## config.mk

```make
export PLATFORM = sky130hd
export DESIGN_NAME = reset_sequencer_flat
export DESIGN_NICKNAME = d
export VERILOG_FILES = /design/src/rtl/reset_seq_pkg.sv /design/src/rtl/reset_sequencer_if.sv /design/src/rtl/reset_sequencer_done_sync.sv /design/src/rtl/reset_sequencer.sv /design/src/flat_wrapper.sv
export SDC_FILE = /design/constraint.sdc
export NUM_CORES = 1
export LEC_CHECK = 0
export BUFFER_PORTS_ARGS = -buffer_cell sky130_fd_sc_hd__buf_2
export CAP_MARGIN = 20
export CORE_UTILIZATION = 46
export DETAILED_ROUTE_END_ITERATION = 6
export PLACE_DENSITY = 0.62
export RECOVER_POWER = 25
export SYNTH_ARGS = -nofsm -noshare
export SYNTH_HDL_FRONTEND = slang
export SYNTH_SLANG_ARGS = --single-unit
```

## constraint.sdc

```tcl
create_clock -name sys_aclk -period 2.25 [get_ports sys_aclk]
set_input_delay 0.45 -clock sys_aclk [delete_from_list [all_inputs] [get_ports sys_aclk]]
set_output_delay 0.45 -clock sys_aclk [all_outputs]
set_load 0.005 [all_outputs]
```

## src/rtl/reset_seq_pkg.sv

```systemverilog
// Shared definitions for the reset sequencer: FSM state encodings and width helpers.
package reset_seq_pkg;

  localparam int RETRY_W = 2;

  localparam logic [2:0] ST_ASSERT  = 3'd0;
  localparam logic [2:0] ST_RELEASE = 3'd1;
  localparam logic [2:0] ST_WAIT    = 3'd2;
  localparam logic [2:0] ST_REHOLD  = 3'd3;
  localparam logic [2:0] ST_RUN     = 3'd4;
  localparam logic [2:0] ST_FAIL    = 3'd5;

  function automatic int stage_w(input int n);
    return (n > 32'sd2) ? $clog2(n) : 32'sd1;
  endfunction

  function automatic int timer_w(input int hold_cycles, input int timeout_cycles);
    return $clog2((hold_cycles > timeout_cycles) ? hold_cycles : timeout_cycles) + 32'sd1;
  endfunction

endpackage

```

## src/rtl/reset_sequencer_if.sv

```systemverilog
// Control/status bundle between the reset sequencer and the blocks it brings up.
interface reset_sequencer_if #(
  parameter int NUM_STAGES = 3
);
  import reset_seq_pkg::*;

  localparam int SW = stage_w(NUM_STAGES);

  logic                    soft_reset_req;
  logic [NUM_STAGES-1:0]   stage_done;
  logic [NUM_STAGES-1:0]   stage_resetn;
  logic                    seq_done;
  logic                    seq_error;
  logic [SW-1:0]           err_stage;
  logic [RETRY_W-1:0]      retry_count;
  logic                    lost_pulse;

  modport master (
    input  soft_reset_req, stage_done,
    output stage_resetn, seq_done, seq_error, err_stage, retry_count, lost_pulse
  );

  modport slave (
    output soft_reset_req, stage_done,
    input  stage_resetn, seq_done, seq_error, err_stage, retry_count, lost_pulse
  );

endinterface

```

## src/rtl/reset_sequencer_done_sync.sv

```systemverilog
// Multi-flop synchronizer bringing the asynchronous per-stage done bits into sys_aclk.
module reset_done_sync #(
  parameter int WIDTH       = 1,
  parameter int SYNC_STAGES = 2
) (
  input  logic             clk,
  input  logic             rst_n,
  input  logic [WIDTH-1:0] d,
  output logic [WIDTH-1:0] q
);

  (* ASYNC_REG = "TRUE" *) logic [WIDTH-1:0] chain_q [SYNC_STAGES];

  // Shift the raw done bits through the synchronizer chain.
  always_ff @(posedge clk) begin
    if (!rst_n) begin
      for (int i = 0; i < SYNC_STAGES; i++) begin
        chain_q[i] <= '0;
      end
    end else begin
      chain_q[0] <= d;
      for (int i = 1; i < SYNC_STAGES; i++) begin
        chain_q[i] <= chain_q[i-1];
      end
    end
  end

  assign q = chain_q[SYNC_STAGES-1];

endmodule

```

## src/rtl/reset_sequencer.sv

```systemverilog
// Ordered per-stage reset release with done-wait, timeout/retry, failure report and restart.
module reset_sequencer
  import reset_seq_pkg::*;
#(
  parameter int NUM_STAGES     = 3,
  parameter int HOLD_CYCLES    = 256,
  parameter int TIMEOUT_CYCLES = 1000000,
  parameter int MAX_RETRY      = 2,
  parameter int SYNC_STAGES    = 2
) (
  input  logic              sys_aclk,
  input  logic              sys_aresetn,
  reset_sequencer_if.master bus
);

  localparam int SW = stage_w(NUM_STAGES);
  localparam int TW = timer_w(HOLD_CYCLES, TIMEOUT_CYCLES);
  localparam int AW = $clog2(MAX_RETRY + 1) + 1;

  localparam logic [TW-1:0] HOLD_LAST   = TW'(HOLD_CYCLES - 1);
  // REHOLD exits one count early so the re-asserted stage is low exactly HOLD_CYCLES
  // cycles once the RELEASE cycle is included.
  localparam logic [TW-1:0] REHOLD_LAST = TW'(HOLD_CYCLES - 2);
  localparam logic [TW-1:0] TMO_LAST    = TW'(TIMEOUT_CYCLES - 1);
  localparam logic [SW-1:0] IDX_LAST    = SW'(NUM_STAGES - 1);
  localparam logic [AW-1:0] ATTEMPT_MAX = AW'(MAX_RETRY);

  logic [NUM_STAGES-1:0] ds;

  logic [2:0]            state_q, state_d;
  logic [TW-1:0]         timer_q, timer_d;
  logic [SW-1:0]         idx_q, idx_d;
  logic [AW-1:0]         attempt_q, attempt_d;
  logic [RETRY_W-1:0]    retry_q, retry_d;
  logic [NUM_STAGES-1:0] resetn_q, resetn_d;
  logic                  seq_done_q, seq_done_d;
  logic                  seq_error_q, seq_error_d;
  logic [SW-1:0]         err_stage_q, err_stage_d;
  logic                  lost_q, lost_d;

  reset_done_sync #(
    .WIDTH       (NUM_STAGES),
    .SYNC_STAGES (SYNC_STAGES)
  ) u_done_sync (
    .clk   (sys_aclk),
    .rst_n (sys_aresetn),
    .d     (bus.stage_done),
    .q     (ds)
  );

  // Next-state logic: soft reset first, then the sequencing FSM.
  always_comb begin
    state_d     = state_q;
    timer_d     = timer_q;
    idx_d       = idx_q;
    attempt_d   = attempt_q;
    retry_d     = retry_q;
    resetn_d    = resetn_q;
    seq_done_d  = seq_done_q;
    seq_error_d = seq_error_q;
    err_stage_d = err_stage_q;
    lost_d      = 1'b0;

    if (bus.soft_reset_req) begin
      state_d     = ST_ASSERT;
      timer_d     = '0;
      idx_d       = '0;
      attempt_d   = '0;
      retry_d     = '0;
      resetn_d    = '0;
      seq_done_d  = 1'b0;
      seq_error_d = 1'b0;
      err_stage_d = '0;
    end else begin
      case (state_q)
        ST_ASSERT: begin
          resetn_d = '0;
          if (timer_q == HOLD_LAST) begin
            state_d = ST_RELEASE;
            timer_d = '0;
            idx_d   = '0;
          end else begin
            timer_d = timer_q + TW'(1);
          end
        end
        ST_RELEASE: begin
          resetn_d[idx_q] = 1'b1;
          timer_d         = '0;
          state_d         = ST_WAIT;
        end
        ST_WAIT: begin
          // Done on the timeout cycle still counts as success.
          if (ds[idx_q]) begin
            timer_d = '0;
            if (idx_q == IDX_LAST) begin
              state_d    = ST_RUN;
              seq_done_d = 1'b1;
            end else begin
              idx_d     = idx_q + SW'(1);
              attempt_d = '0;
              retry_d   = '0;
              state_d   = ST_RELEASE;
            end
          end else if (timer_q == TMO_LAST) begin
            timer_d         = '0;
            resetn_d[idx_q] = 1'b0;
            if (attempt_q < ATTEMPT_MAX) begin
              attempt_d = attempt_q + AW'(1);
              retry_d   = (retry_q == RETRY_W'(3)) ? retry_q : retry_q + RETRY_W'(1);
              state_d   = ST_REHOLD;
            end else begin
              state_d     = ST_FAIL;
              seq_error_d = 1'b1;
              err_stage_d = idx_q;
            end
          end else begin
            timer_d = timer_q + TW'(1);
          end
        end
        ST_REHOLD: begin
          if (timer_q == REHOLD_LAST) begin
            state_d = ST_RELEASE;
            timer_d = '0;
          end else begin
            timer_d = timer_q + TW'(1);
          end
        end
        ST_RUN: begin
          if (!(&ds)) begin
            lost_d     = 1'b1;
            seq_done_d = 1'b0;
            resetn_d   = '0;
            attempt_d  = '0;
            retry_d    = '0;
            idx_d      = '0;
            timer_d    = '0;
            state_d    = ST_ASSERT;
          end else begin
            state_d = ST_RUN;
          end
        end
        ST_FAIL: begin
          state_d = ST_FAIL;
        end
        default: begin
          state_d    = ST_ASSERT;
          timer_d    = '0;
          idx_d      = '0;
          attempt_d  = '0;
          retry_d    = '0;
          resetn_d   = '0;
          seq_done_d = 1'b0;
        end
      endcase
    end
  end

  // State and output registers with synchronous active-low reset.
  always_ff @(posedge sys_aclk) begin
    if (!sys_aresetn) begin
      state_q     <= ST_ASSERT;
      timer_q     <= '0;
      idx_q       <= '0;
      attempt_q   <= '0;
      retry_q     <= '0;
      resetn_q    <= '0;
      seq_done_q  <= 1'b0;
      seq_error_q <= 1'b0;
      err_stage_q <= '0;
      lost_q      <= 1'b0;
    end else begin
      state_q     <= state_d;
      timer_q     <= timer_d;
      idx_q       <= idx_d;
      attempt_q   <= attempt_d;
      retry_q     <= retry_d;
      resetn_q    <= resetn_d;
      seq_done_q  <= seq_done_d;
      seq_error_q <= seq_error_d;
      err_stage_q <= err_stage_d;
      lost_q      <= lost_d;
    end
  end

  assign bus.stage_resetn = resetn_q;
  assign bus.seq_done     = seq_done_q;
  assign bus.seq_error    = seq_error_q;
  assign bus.err_stage    = err_stage_q;
  assign bus.retry_count  = retry_q;
  assign bus.lost_pulse   = lost_q;

endmodule

```

## src/flat_wrapper.sv

```systemverilog
// flat-port wrapper written by rule: the top's interface ports become plain ports
module reset_sequencer_flat import reset_seq_pkg::*;
#(
  parameter int NUM_STAGES     = 3,
  parameter int HOLD_CYCLES    = 256,
  parameter int TIMEOUT_CYCLES = 1000000,
  parameter int MAX_RETRY      = 2,
  parameter int SYNC_STAGES    = 2
)
  (sys_aclk, sys_aresetn, bus_soft_reset_req, bus_stage_done, bus_stage_resetn, bus_seq_done, bus_seq_error, bus_err_stage, bus_retry_count, bus_lost_pulse);
  reset_sequencer_if #(.NUM_STAGES(NUM_STAGES)) bus_i ();
  input  logic sys_aclk;
  input  logic sys_aresetn;
  input wire logic [$bits(bus_i.soft_reset_req)-1:0] bus_soft_reset_req;
  input wire logic [$bits(bus_i.stage_done)-1:0] bus_stage_done;
  output wire logic [$bits(bus_i.stage_resetn)-1:0] bus_stage_resetn;
  output wire logic [$bits(bus_i.seq_done)-1:0] bus_seq_done;
  output wire logic [$bits(bus_i.seq_error)-1:0] bus_seq_error;
  output wire logic [$bits(bus_i.err_stage)-1:0] bus_err_stage;
  output wire logic [$bits(bus_i.retry_count)-1:0] bus_retry_count;
  output wire logic [$bits(bus_i.lost_pulse)-1:0] bus_lost_pulse;
  assign bus_i.soft_reset_req = bus_soft_reset_req;
  assign bus_i.stage_done = bus_stage_done;
  assign bus_stage_resetn = bus_i.stage_resetn;
  assign bus_seq_done = bus_i.seq_done;
  assign bus_seq_error = bus_i.seq_error;
  assign bus_err_stage = bus_i.err_stage;
  assign bus_retry_count = bus_i.retry_count;
  assign bus_lost_pulse = bus_i.lost_pulse;
  reset_sequencer #(.NUM_STAGES(NUM_STAGES), .HOLD_CYCLES(HOLD_CYCLES), .TIMEOUT_CYCLES(TIMEOUT_CYCLES), .MAX_RETRY(MAX_RETRY), .SYNC_STAGES(SYNC_STAGES)) u_core (.sys_aclk(sys_aclk), .sys_aresetn(sys_aresetn), .bus(bus_i));
endmodule
```

==> results by group, run 1 <==
Floorplanning
  • Num rows: 24
  • Starting Density: 49.2%
  • Chip Height: 71.4 µm
  • Die width: 71.4 µm
  • Num ports: 16
  • Die area: 5100 µm²
  • Core area: 4500 µm²

Clock tree
  • Worst-skew pair later-pin latency: 300 ps
  • Setup Fix Bufs, Post-CTS: 0
  • CTS buffer count: 5
  • Clock sinks: 45
  • CTS clock-pin slew for the worst setup and hold paths: 90 ps
  • CTS Buffer Depth: 2
  • CTS Root Cell: clkbuf_8
  • H-tree depth: 2
  • TritonCTS clock tree: done

Setup path
  • R2R depth: 5
  • Worst reg2reg path startpoint: u_core.timer_q[14]
  • Reg-to-reg setup timing slack: 70 ps
  • WP data arrival: 2390 ps
  • Critical-path top delay cell: or4_4
  • Worst EP required: 2460 ps
  • Critical path, cell by cell: or4_4, nor4_4, a31oi_2, or3_4, a2111oi_4
  • Crit path kind: register to register
  • Critical Path Start Type: register
  • Crit path max fanout: 6
  • Slowest Stage Delay on Critical Path: 540 ps
  • Setup crit end kind: register
  • FF-to-FF End: u_core.state_q[2]

STA
  • Setup TNS: 0 ps
  • Final cycle utilization of the critical path: 96.9%
  • Crit path time final: 2180 ps
  • RSZ-0062 raised after global routing: true
  • Worst-margin pin slew: 795 ps
  • Hold Fails Final Rpt: 0
  • Fmax: 459 MHz
  • Finish-stage setup viols: 0
  • Count of pins over their slew limit: 0
  • Skew final: 6.58 ps
  • Slew headroom: 46.6%

Final layout
  • Ant. Diodes: 0
  • Area Growth Syn to Fin: 19.8%
  • Area of the multi-input gates: 1280 µm²
  • Register Area: 902 µm²
  • Commonest non-fill, non-tap cell in the layout: dfxtp_1
  • Layout net count: 293
  • Post-route cell area: 2650 µm²
  • Layout cell share with drive strength beyond 1: 20.6%
  • FILL cells: 404
  • Commonest non-fill, non-tap cells in the layout: dfxtp_1 (44), nor2_1 (34), buf_4 (17), xnor2_1 (16), buf_2 (14)

Placed design
  • Port bufs: 15
  • Hpwl dp: 3260 µm
  • RD Place Congestion: 0.808
  • Placed instance area: 2450 µm²

Worst hold path
  • Hold Path End: u_core.u_done_sync.chain_q[0][2]
  • Min-Delay Path Depth: 2
  • Hold path startpoint: bus_stage_done[2]
  • Worst hold path type: input port to register

Logic synthesis
  • Netlist cell types: 51
  • Main synth FF type: dfxtp_1
  • Flops & latches, synth: 45
  • Synth area leaders: dfxtp_1 (41%), xnor2_1 (6.3%), nor2_1 (5.8%)
  • Yosys top cell area share: 40.7%
  • Post-Syn Instances: 247
  • Syn Nets: 260
  • Post-Syn Area: 2210 µm²
  • Syn Area/Cell: 8.97 µm²
  • Number of synthesized flops with an enable pin: 0
  • Area leader, netlist: dfxtp_1
  • Number of synthesis warnings: 0
  • Async set-reset flop share out of synthesis: 0%
  • Sequential area share after synthesis: 40.7%

GRT
  • Initial antenna violation count: 0
  • Gr ovfl total: 0
  • Largest net degree at the start of global routing: 21
  • Total track usage: 19.4%
  • Vias in the first global route: 1,660
  • First-pass GRT wire length: 7670 µm

Drt
  • Number of detailed-route iterations in the first pass: 6
  • Detail Route Antenna Nets: 0
  • DRT Wirelength: 4660 µm
  • Drt wl/cell: 14.0 µm
  • DR vias: 1,850
  • DR iter-0 viols: 130
  • Vias per inst: 5.56
  • # DRC: 1

Power
  • VDD IR max: 0.426 mV
  • Leak Pwr: 0.912 nW
  • Pwr dens: 594 nW/µm²

Flow run
  • Max_cap viols: 0

Outcome
  • Violated checks: design-rule violations
  • Outcome: finished, violations left
[power by group]
part | leakage (nW) | internal, mW | switching [mW]
combinational | 0.480 | 0.0197 | 0.0280
sequential | 0.364 | 0.803 | 0.00445
clock | 0.0681 | 0.441 | 0.279
[state kept, by name (all words and copies together) (netlist names)]
signal,flops
u_core.attempt_q,3
u_core.bus.err_stage,2
u_core.bus.lost_pulse,1
u_core.bus.retry_count,2
u_core.bus.seq_done,1
u_core.bus.seq_error,1
u_core.bus.stage_resetn,3
u_core.idx_q,2
u_core.state_q,3
u_core.timer_q,21
u_core.u_done_sync.chain_q,6
[timing repair]
item	CTS	global route
gates resized for setup	0	13
hold buffers	0	0
endpoints found under the setup margin	0	29
[routing by layer]
layer | vias to the layer above | GRT usage, % | routed length, µm
met4 | 0 | 9.33 | 98
met1 | 847 | 27.3 | 2400
met3 | 10 | 4.22 | 233
met2 | 43 | 28.3 | 1920
li1 | 950 | - | -
met5 | - | 0 | 0
[synthesized netlist by cell type (all sizes together), types with 2 or more instances]
cell type,number
dfxtp,45
nor2,34
xnor2,16
inv,12
nand2,11
nor4,11
a21oi,8
and2,8
nor3,8
ha,7
nand3,6
nand4,6
o21ai,6
or3,6
a31oi,5
nand2b,5
buf,4
clkbuf,4
mux2i,4
o211ai,4
or2,4
xor2,4
a211oi,3
a32o,3
and3,2
or4,2
[critical path: cells and delay by family (launching register included)]
kind	cells	cell delay, ps
and+or+nand+nor	3	1270
AOI/OAI and AO/OA	2	500
DFF	1	320
[through the flow]
step	std cells	util, %	setup WS (ps)	hold WS (ps)	total power, mW
floorplan	247	-	126	412	0.850
global placement	323	54.4	93.6	415	0.865
detailed placement	323	54.4	66.0	418	0.866
CTS	331	57.3	42.4	339	1.58
global route	333	58.9	-13.7	351	1.62
finish	333	58.9	69.6	344	1.58
[cell type report]
cell class	count	area share (%)
clock inverter	3	2.45
clock buffer	5	2.59
timing repair buffer	34	8.44
sequential	45	34.0
multi-input combinational	182	48.4
inverter	12	1.70
tap	52	2.45
[logic make-up after synthesis]
family | after synthesis | synth area share [%]
AO/OA/AOI/OAI | 41 | 14.7
XOR/XNOR | 20 | 7.91
adder cells (fa/ha/maj) | 7 | 3.95
buffers and inverters | 20 | 3.56
flip-flops | 45 | 40.7
multiplexers | 4 | 1.81
AND/OR/NAND/NOR | 110 | 27.3
[worst max-delay path by stage]
stage,depth (start not counted),slack [ps],to,start
floorplan,7,130,u_core.idx_q[0],u_core.idx_q[0]
global placement,5,90,u_core.state_q[2],u_core.timer_q[14]
detailed placement,5,70,u_core.state_q[2],u_core.timer_q[14]
CTS,5,40,u_core.state_q[2],u_core.timer_q[14]
global route,6,-10,u_core.timer_q[3],u_core.timer_q[14]
finish,5,70,u_core.state_q[2],u_core.timer_q[14]
(Power assumes the default switching activity.)
==> inputs of run 2 (changes only) <==
--- a/config.mk
+++ b/config.mk
@@ -5,11 +5,14 @@
 export SDC_FILE = /design/constraint.sdc
 export NUM_CORES = 1
 export LEC_CHECK = 0
+export ABC_AREA = 1
 export BUFFER_PORTS_ARGS = -buffer_cell sky130_fd_sc_hd__buf_2
 export CAP_MARGIN = 20
-export CORE_UTILIZATION = 46
+export CELL_PAD_IN_SITES_DETAIL_PLACEMENT = 1
+export CELL_PAD_IN_SITES_GLOBAL_PLACEMENT = 1
+export CORE_UTILIZATION = 38
 export DETAILED_ROUTE_END_ITERATION = 6
-export PLACE_DENSITY = 0.62
+export PLACE_DENSITY = 0.7
 export RECOVER_POWER = 25
 export SYNTH_ARGS = -nofsm -noshare
 export SYNTH_HDL_FRONTEND = slang
==> run 2 against run 1 <==
Compared with the run above: the flow now finishes without violations; clock skew grew 3.2 ps; global-route usage grew 2.1 points; hold slack lost 23 ps; critical path depth grew 4; maximum frequency grew 10%.
==> results by group, run 2 <==
STA
  • Final cycle utilization of the critical path: 87.9%
  • Hold Fails Final Rpt: 0
  • Slew headroom: 67.5%
  • Finish-stage setup viols: 0
  • Setup TNS: 0 ps
  • Fin Hold WS: 321 ps
  • Worst-margin pin slew: 483 ps
  • Fmax: 506 MHz
  • Crit path time final: 1980 ps
  • Skew final: 9.81 ps
  • Count of pins over their slew limit: 0
  • RSZ-0062 raised after global routing: false

Final layout
  • Commonest non-fill, non-tap cell in the layout: nand2_1
  • Final Core Density: 43.8%
  • Register name with the most flops: u_core.timer_q
  • Max FFs per register: 21
  • Area Growth Syn to Fin: 11.3%
  • Commonest non-fill, non-tap cells in the layout: nand2_1 (88), nor2_1 (80), inv_1 (54), dfxtp_1 (45), nand3_1 (34)
  • Top Registers: u_core.timer_q x21, u_core.u_done_sync.chain_q x6
  • FILL cells: 853
  • Ant. Diodes: 0
  • Layout net count: 425
  • Final cell count without fillers: 490
  • Layout cell share with drive strength beyond 1: 8.96%

Setup path
  • Crit path buf inv count: 1
  • Critical-path top delay cell: dfxtp_1
  • Worst EP required: 2450 ps
  • R2R depth: 9
  • CP top delay family: simple AND/OR/NAND/NOR gates
  • WP data arrival: 2170 ps
  • Crit path kind: register to register
  • Crit path max fanout: 17
  • Slowest Stage Delay on Critical Path: 410 ps
  • Crit. path cell count: 9
  • Critical Path Start Type: register
  • Critical path, cell by cell: ha_1, nand3_1, nor2_1, nand3_1, nand2_2, nand3_4, o21ai_4, buf_4, nor2_1
  • Setup crit end kind: register

Logic synthesis
  • Largest family of logic cells by synthesized area: simple AND/OR/NAND/NOR gates
  • Post-Syn Instances: 387
  • Netlist cell types: 25
  • Async set-reset flop share out of synthesis: 0%
  • Adder-cell area share of the yosys netlist: 3.52%
  • Cell with the most instances after synthesis: nand2_1
  • Post-synthesis compound-gate area fraction: 7.70%
  • Commonest cells post-synth: nand2_1 (88), nor2_1 (80), inv_1 (54)
  • Sequential area share after synthesis: 36.3%
  • Flops & latches, synth: 45
  • Mux share of post-synthesis cell area: 0%
  • Number of synthesized flops with an enable pin: 0
  • XOR/XNOR share of the synthesized area: 2.47%
  • Area leader, netlist: dfxtp_1
  • Syn Nets: 400
  • Post-Syn Area: 2480 µm²
  • Main synth FF type: dfxtp_1
  • Syn Area/Cell: 6.42 µm²
  • Synth Area in Simple Gates: 40.3%
  • Yosys top cell area share: 36.3%
  • Synth area leaders: dfxtp_1 (36%), nand2_1 (13%), nor2_1 (12%)
  • Number of synthesis warnings: 0

Drt
  • # DRC: 0
  • DR vias: 2,451
  • DR iter-0 viols: 59
  • Drt wl/cell: 13.7 µm
  • Detail Route Antenna Nets: 0
  • Number of detailed-route iterations in the first pass: 4
  • Vias per inst: 5.00
  • DRT Wirelength: 6730 µm

Flow run
  • Max_cap viols: 0

Floorplanning
  • Num ports: 16
  • Die width: 82.9 µm
  • Starting Density: 39.4%
  • Num rows: 29
  • Core area: 6310 µm²
  • Chip Height: 82.9 µm
  • Die area: 6870 µm²

GRT
  • Largest net degree at the start of global routing: 18
  • Initial antenna violation count: 0
  • First-pass GRT wire length: 11,900 µm
  • Vias in the first global route: 2,585
  • Total track usage: 21.5%
  • Gr ovfl total: 0

Clock tree
  • CTS Buffer Depth: 2
  • CTS Root Cell: clkbuf_8
  • Post-CTS Hold Buffers: 0
  • CTS buffer count: 5
  • CTS clock-pin slew for the worst setup and hold paths: 90 ps
  • PostCTS Resize Cnt: 0
  • Worst-skew pair later-pin latency: 310 ps
  • H-tree depth: 2
  • Clock sinks: 45
  • TritonCTS clock tree: done
  • Setup Fix Bufs, Post-CTS: 0

Power
  • Leak Pwr: 1.22 nW
  • VDD IR max: 0.283 mV
  • Power, Total: 1.35 mW
  • Pwr dens: 490 nW/µm²

Placed design
  • Hpwl dp: 5150 µm
  • Port bufs: 15
  • RD Place Congestion: 0.820
  • Placed Instances: 482

Outcome
  • Outcome: completed

Worst hold path
  • Min-Delay Path Depth: 3
  • Worst hold path type: input port to register
==> run 2: cell types whose count changed after synthesis, moves of 8 or more <==
cell,delta
and2_1,-8
inv_1,+42
nand2_1,+77
nand3_1,+28
nor2_1,+46
nor4_1,-9
o21ai_0,+10
xnor2_1,-16
==> run 2: per-layer routing <==
| layer | global-route usage, % | part of all wire (%) |
|---|---|---|
| met1 | 25.4 | 46 |
| met2 | 39.0 | 50 |
| met3 | 3.38 | 2.2 |
| met4 | 7.68 | 1.9 |
| met5 | 0 | 0 |
==> run 2: logic make-up after synthesis <==
kind of cell,after synthesis
AND/OR/NAND/NOR,234
buffers and inverters,60
AO/OA/AOI/OAI,34
XOR/XNOR,7
adder cells (fa/ha/maj),7
flip-flops,45
==> run 2: cell type report <==
class | count | area (µm²) | area share (%)
clock buffers | 5 | 68.8 | 2.49
clock inverters | 3 | 17.5 | 0.633
inverters | 55 | 206 | 7.47
multi-input cells | 282 | 1340 | 48.6
flip-flops and latches | 45 | 901 | 32.6
well taps | 77 | 96.3 | 3.48
repair buffers | 23 | 133 | 4.80
==> run 2: power breakdown <==
group          switching, mW  leakage (nW)  internal, mW
combinational         0.0275         0.808        0.0131
clock                  0.292        0.0439         0.215
sequential           0.00425         0.364         0.802
total                  0.324          1.22          1.03
==> run 2: through the flow <==
step / setup slack (ps) / cell area (µm²)
after floorplan: 546 / 2480
after global placement: 367 / 2680
after detailed placement: 257 / 2680
after CTS: 244 / 2770
after global routing: 66.6 / 2770
final: 273 / 2770
==> run 2: worst paths after layout <==
| check | start | slack (ps) | to |
|---|---|---|---|
| worst max register to register | u_core.timer_q[0] | 270 | u_core.timer_q[7] |
| worst min register to register | u_core.u_done_sync.chain_q[0][2] | 420 | u_core.u_done_sync.chain_q[0][5] |
| worst max-delay path | u_core.timer_q[0] | 270 | u_core.timer_q[7] |
| worst min-delay path | bus_stage_done[2] | 320 | u_core.u_done_sync.chain_q[0][2] |
==> run 2: worst min-delay path: stages <==
cell     delay, ps
buf_2           70
nand2_1         40
inv_1           40
==> inputs of run 3 (changes only) <==
--- a/config.mk
+++ b/config.mk
@@ -10,10 +10,11 @@
 export CAP_MARGIN = 20
 export CELL_PAD_IN_SITES_DETAIL_PLACEMENT = 1
 export CELL_PAD_IN_SITES_GLOBAL_PLACEMENT = 1
-export CORE_UTILIZATION = 38
+export CORE_UTILIZATION = 39
 export DETAILED_ROUTE_END_ITERATION = 6
-export PLACE_DENSITY = 0.7
+export PLACE_DENSITY = 0.71
 export RECOVER_POWER = 25
 export SYNTH_ARGS = -nofsm -noshare
 export SYNTH_HDL_FRONTEND = slang
+export SYNTH_HIERARCHICAL = 1
 export SYNTH_SLANG_ARGS = --single-unit
==> run 3 against run 2 <==
Compared with the run above: utilization up 0.56 points; sequential share of layout area down 0.78 points; maximum frequency is 0.49% lower; area after synthesis is 4.9% higher; first-iteration DRC count grew 80%; largest cell class unchanged; final area grew 2.4%; setup slack worse by 9.8 ps; register-to-register slack about the same; clock skew hardly changed; global-route usage shrank 0.12 points; non-clock buffer count fell by 4; hold slack improved by 2.4 ps.
==> results by group, run 3 <==
Floorplanning
  • Starting Density: 40.8%
  • Num ports: 16
  • Num rows: 29
  • Die area: 7020 µm²
  • Chip Height: 83.8 µm
  • Core area: 6390 µm²
  • Die width: 83.8 µm

Final layout
  • Post-route cell area: 2830 µm²
  • Ant. Diodes: 0
  • Area Growth Syn to Fin: 8.64%
  • Layout cell share with drive strength beyond 1: 12.3%
  • Layout net count: 421
  • Commonest non-fill, non-tap cell in the layout: nand2_1
  • Max FFs per register: 21
  • Final Core Density: 44.4%
  • Top Registers: u_core/timer_q x21, u_core/u_done_sync/chain_q x6
  • Commonest non-fill, non-tap cells in the layout: nand2_1 (86), nor2_1 (61), inv_1 (47), dfxtp_1 (45), nand3_1 (36)
  • Register name with the most flops: u_core/timer_q
  • FILL cells: 877

Logic synthesis
  • Cell with the most instances after synthesis: nand2_1
  • Post-Syn Instances: 390
  • Mux share of post-synthesis cell area: 0%
  • Sequential area share after synthesis: 34.5%
  • XOR/XNOR share of the synthesized area: 3.02%
  • Synth Area in Simple Gates: 40.6%
  • Post-Syn Area: 2610 µm²
  • Number of synthesized flops with an enable pin: 0
  • Main synth FF type: dfxtp_1
  • Number of synthesis warnings: 6
  • Netlist cell types: 33
  • Post-synthesis compound-gate area fraction: 8.49%
  • Adder-cell area share of the yosys netlist: 3.84%
  • Async set-reset flop share out of synthesis: 0%
  • Synth area leaders: dfxtp_1 (35%), nand2_1 (12%), nor2_1 (8.8%)
  • Area leader, netlist: dfxtp_1
  • Syn Nets: 404
  • Yosys top cell area share: 34.5%
  • Syn Area/Cell: 6.69 µm²
  • Commonest cells post-synth: nand2_1 (86), nor2_1 (61), inv_1 (47)
  • Largest family of logic cells by synthesized area: simple AND/OR/NAND/NOR gates
  • Flops & latches, synth: 45

GRT
  • Vias in the first global route: 2,489
  • First-pass GRT wire length: 11,900 µm
  • Largest net degree at the start of global routing: 19
  • Total track usage: 21.3%
  • Gr ovfl total: 0
  • Initial antenna violation count: 0

STA
  • Skew final: 9.39 ps
  • Crit path time final: 1990 ps
  • Hold Fails Final Rpt: 0
  • Worst-margin pin slew: 525 ps
  • Fmax: 503 MHz
  • Setup TNS: 0 ps
  • Post-layout worst setup margin: 263 ps
  • RSZ-0062 raised after global routing: false
  • Slew headroom: 64.7%
  • Count of pins over their slew limit: 0
  • Final cycle utilization of the critical path: 88.3%
  • Fin Hold WS: 323 ps
  • Finish-stage setup viols: 0

Setup path
  • Crit. path cell count: 9
  • Crit path buf inv count: 1
  • R2R depth: 9
  • Worst EP required: 2440 ps
  • Worst reg2reg path startpoint: u_core/timer_q[1]
  • Critical-path top delay cell: dfxtp_1
  • Reg-to-reg setup timing slack: 260 ps
  • CP top delay family: simple AND/OR/NAND/NOR gates
  • Crit path kind: register to register
  • Worst setup path end: u_core/timer_q[15]
  • Critical Path Start Type: register
  • Setup crit end kind: register
  • Critical path, cell by cell: ha_1, nand3_1, nor2_2, nand3_2, nand2_4, nand3_4, o21ai_4, buf_4, nor2_1
  • FF-to-FF End: u_core/timer_q[15]
  • Critical Path Source: u_core/timer_q[1]
  • WP data arrival: 2180 ps
  • Crit path max fanout: 18
  • Slowest Stage Delay on Critical Path: 420 ps

Power
  • Leak Pwr: 1.14 nW
  • Logic gate share of total power: 3.3%
  • VDD IR max: 0.315 mV
  • Internal power: 1.03 mW
  • Seq pwr share: 59.5%
  • Pwr dens: 479 nW/µm²
  • Sw Pwr: 0.325 mW
  • Clk pwr share: 37.2%
  • Switching Share: 23.9%

Clock tree
  • Clock sinks: 45
  • Worst-skew pair later-pin latency: 310 ps
  • CTS buffer count: 5
  • Setup Fix Bufs, Post-CTS: 0
  • Post-CTS Hold Buffers: 0
  • CTS Buffer Depth: 2
  • CTS clock-pin slew for the worst setup and hold paths: 90 ps
  • PostCTS Resize Cnt: 0
  • H-tree depth: 2
  • CTS Root Cell: clkbuf_8
  • TritonCTS clock tree: done

Drt
  • Detail Route Antenna Nets: 0
  • DR iter-0 viols: 106
  • Vias per inst: 5.10
  • DRT Wirelength: 6950 µm
  • DR vias: 2,469
  • Drt wl/cell: 14.4 µm
  • # DRC: 0
  • Number of detailed-route iterations in the first pass: 4

Placed design
  • Port bufs: 15
  • RD Place Congestion: 0.843
  • Hpwl dp: 5490 µm
  • Place WS: 251 ps
  • Placed instance area: 2750 µm²

Flow run
  • Max_cap viols: 0

Worst hold path
  • Worst hold path type: input port to register
  • Hold path startpoint: bus_stage_done[0]

Outcome
  • Outcome: completed
-- run 3: logic make-up after synthesis --
family / Yosys count
buffers and inverters: 60
AO/OA/AOI/OAI: 37
XOR/XNOR: 9
adder cells (fa/ha/maj): 8
AND/OR/NAND/NOR: 231
flip-flops: 45
-- run 3: stage by stage --
stage	total power, mW	cells
floorplan	0.856	390
global placement	0.870	477
detailed placement	0.872	477
CTS	1.38	484
global route	1.42	484
finish	1.36	484
-- run 3: cell type report --
cell class | instances | area, µm² | share of cell area (%)
Timing Repair Buffer | 19 | 100 | 3.53
Tap cell | 77 | 96.3 | 3.40
Inverter | 51 | 191 | 6.76
Clock buffer | 5 | 68.8 | 2.43
Multi-Input combinational cell | 285 | 1460 | 51.5
Clock inverter | 2 | 16.3 | 0.574
Sequential cell | 45 | 901 | 31.8
-- run 3: power groups by stage --
stage | logic (mW) | clock network (mW) | registers, mW
floorplan | 0.0327 | 0 | 0.824
global route | 0.0507 | 0.557 | 0.808
finish | 0.0449 | 0.505 | 0.807
global placement | 0.0453 | 0 | 0.825
CTS | 0.0462 | 0.529 | 0.807
detailed placement | 0.0460 | 0 | 0.826
-- run 3: worst min-delay path: stages --
cell and delay, ps:
buf_2 70, nand2_1 40, inv_1 40
-- run 3: how the worst min path moves through the flow --
stage                                       endpoint  slack, ps  cells after the start
finish              u_core/u_done_sync/chain_q[0][0]        320                      3
global route        u_core/u_done_sync/chain_q[0][0]        320                      3
CTS                 u_core/u_done_sync/chain_q[0][0]        310                      3
detailed placement  u_core/u_done_sync/chain_q[0][4]        410                      2
global placement    u_core/u_done_sync/chain_q[0][5]        410                      2
floorplan           u_core/u_done_sync/chain_q[0][4]        390                      2
-- run 3: per-layer routing --
layer / share of wire, % / vias to the layer above / track usage (%)
li1: - / 1270 / -
met1: 54 / 1166 / 30.4
met2: 43 / 25 / 33.0
met3: 2.1 / 8 / 3.86
met4: 1.1 / 0 / 5.70
met5: 0 / - / 0
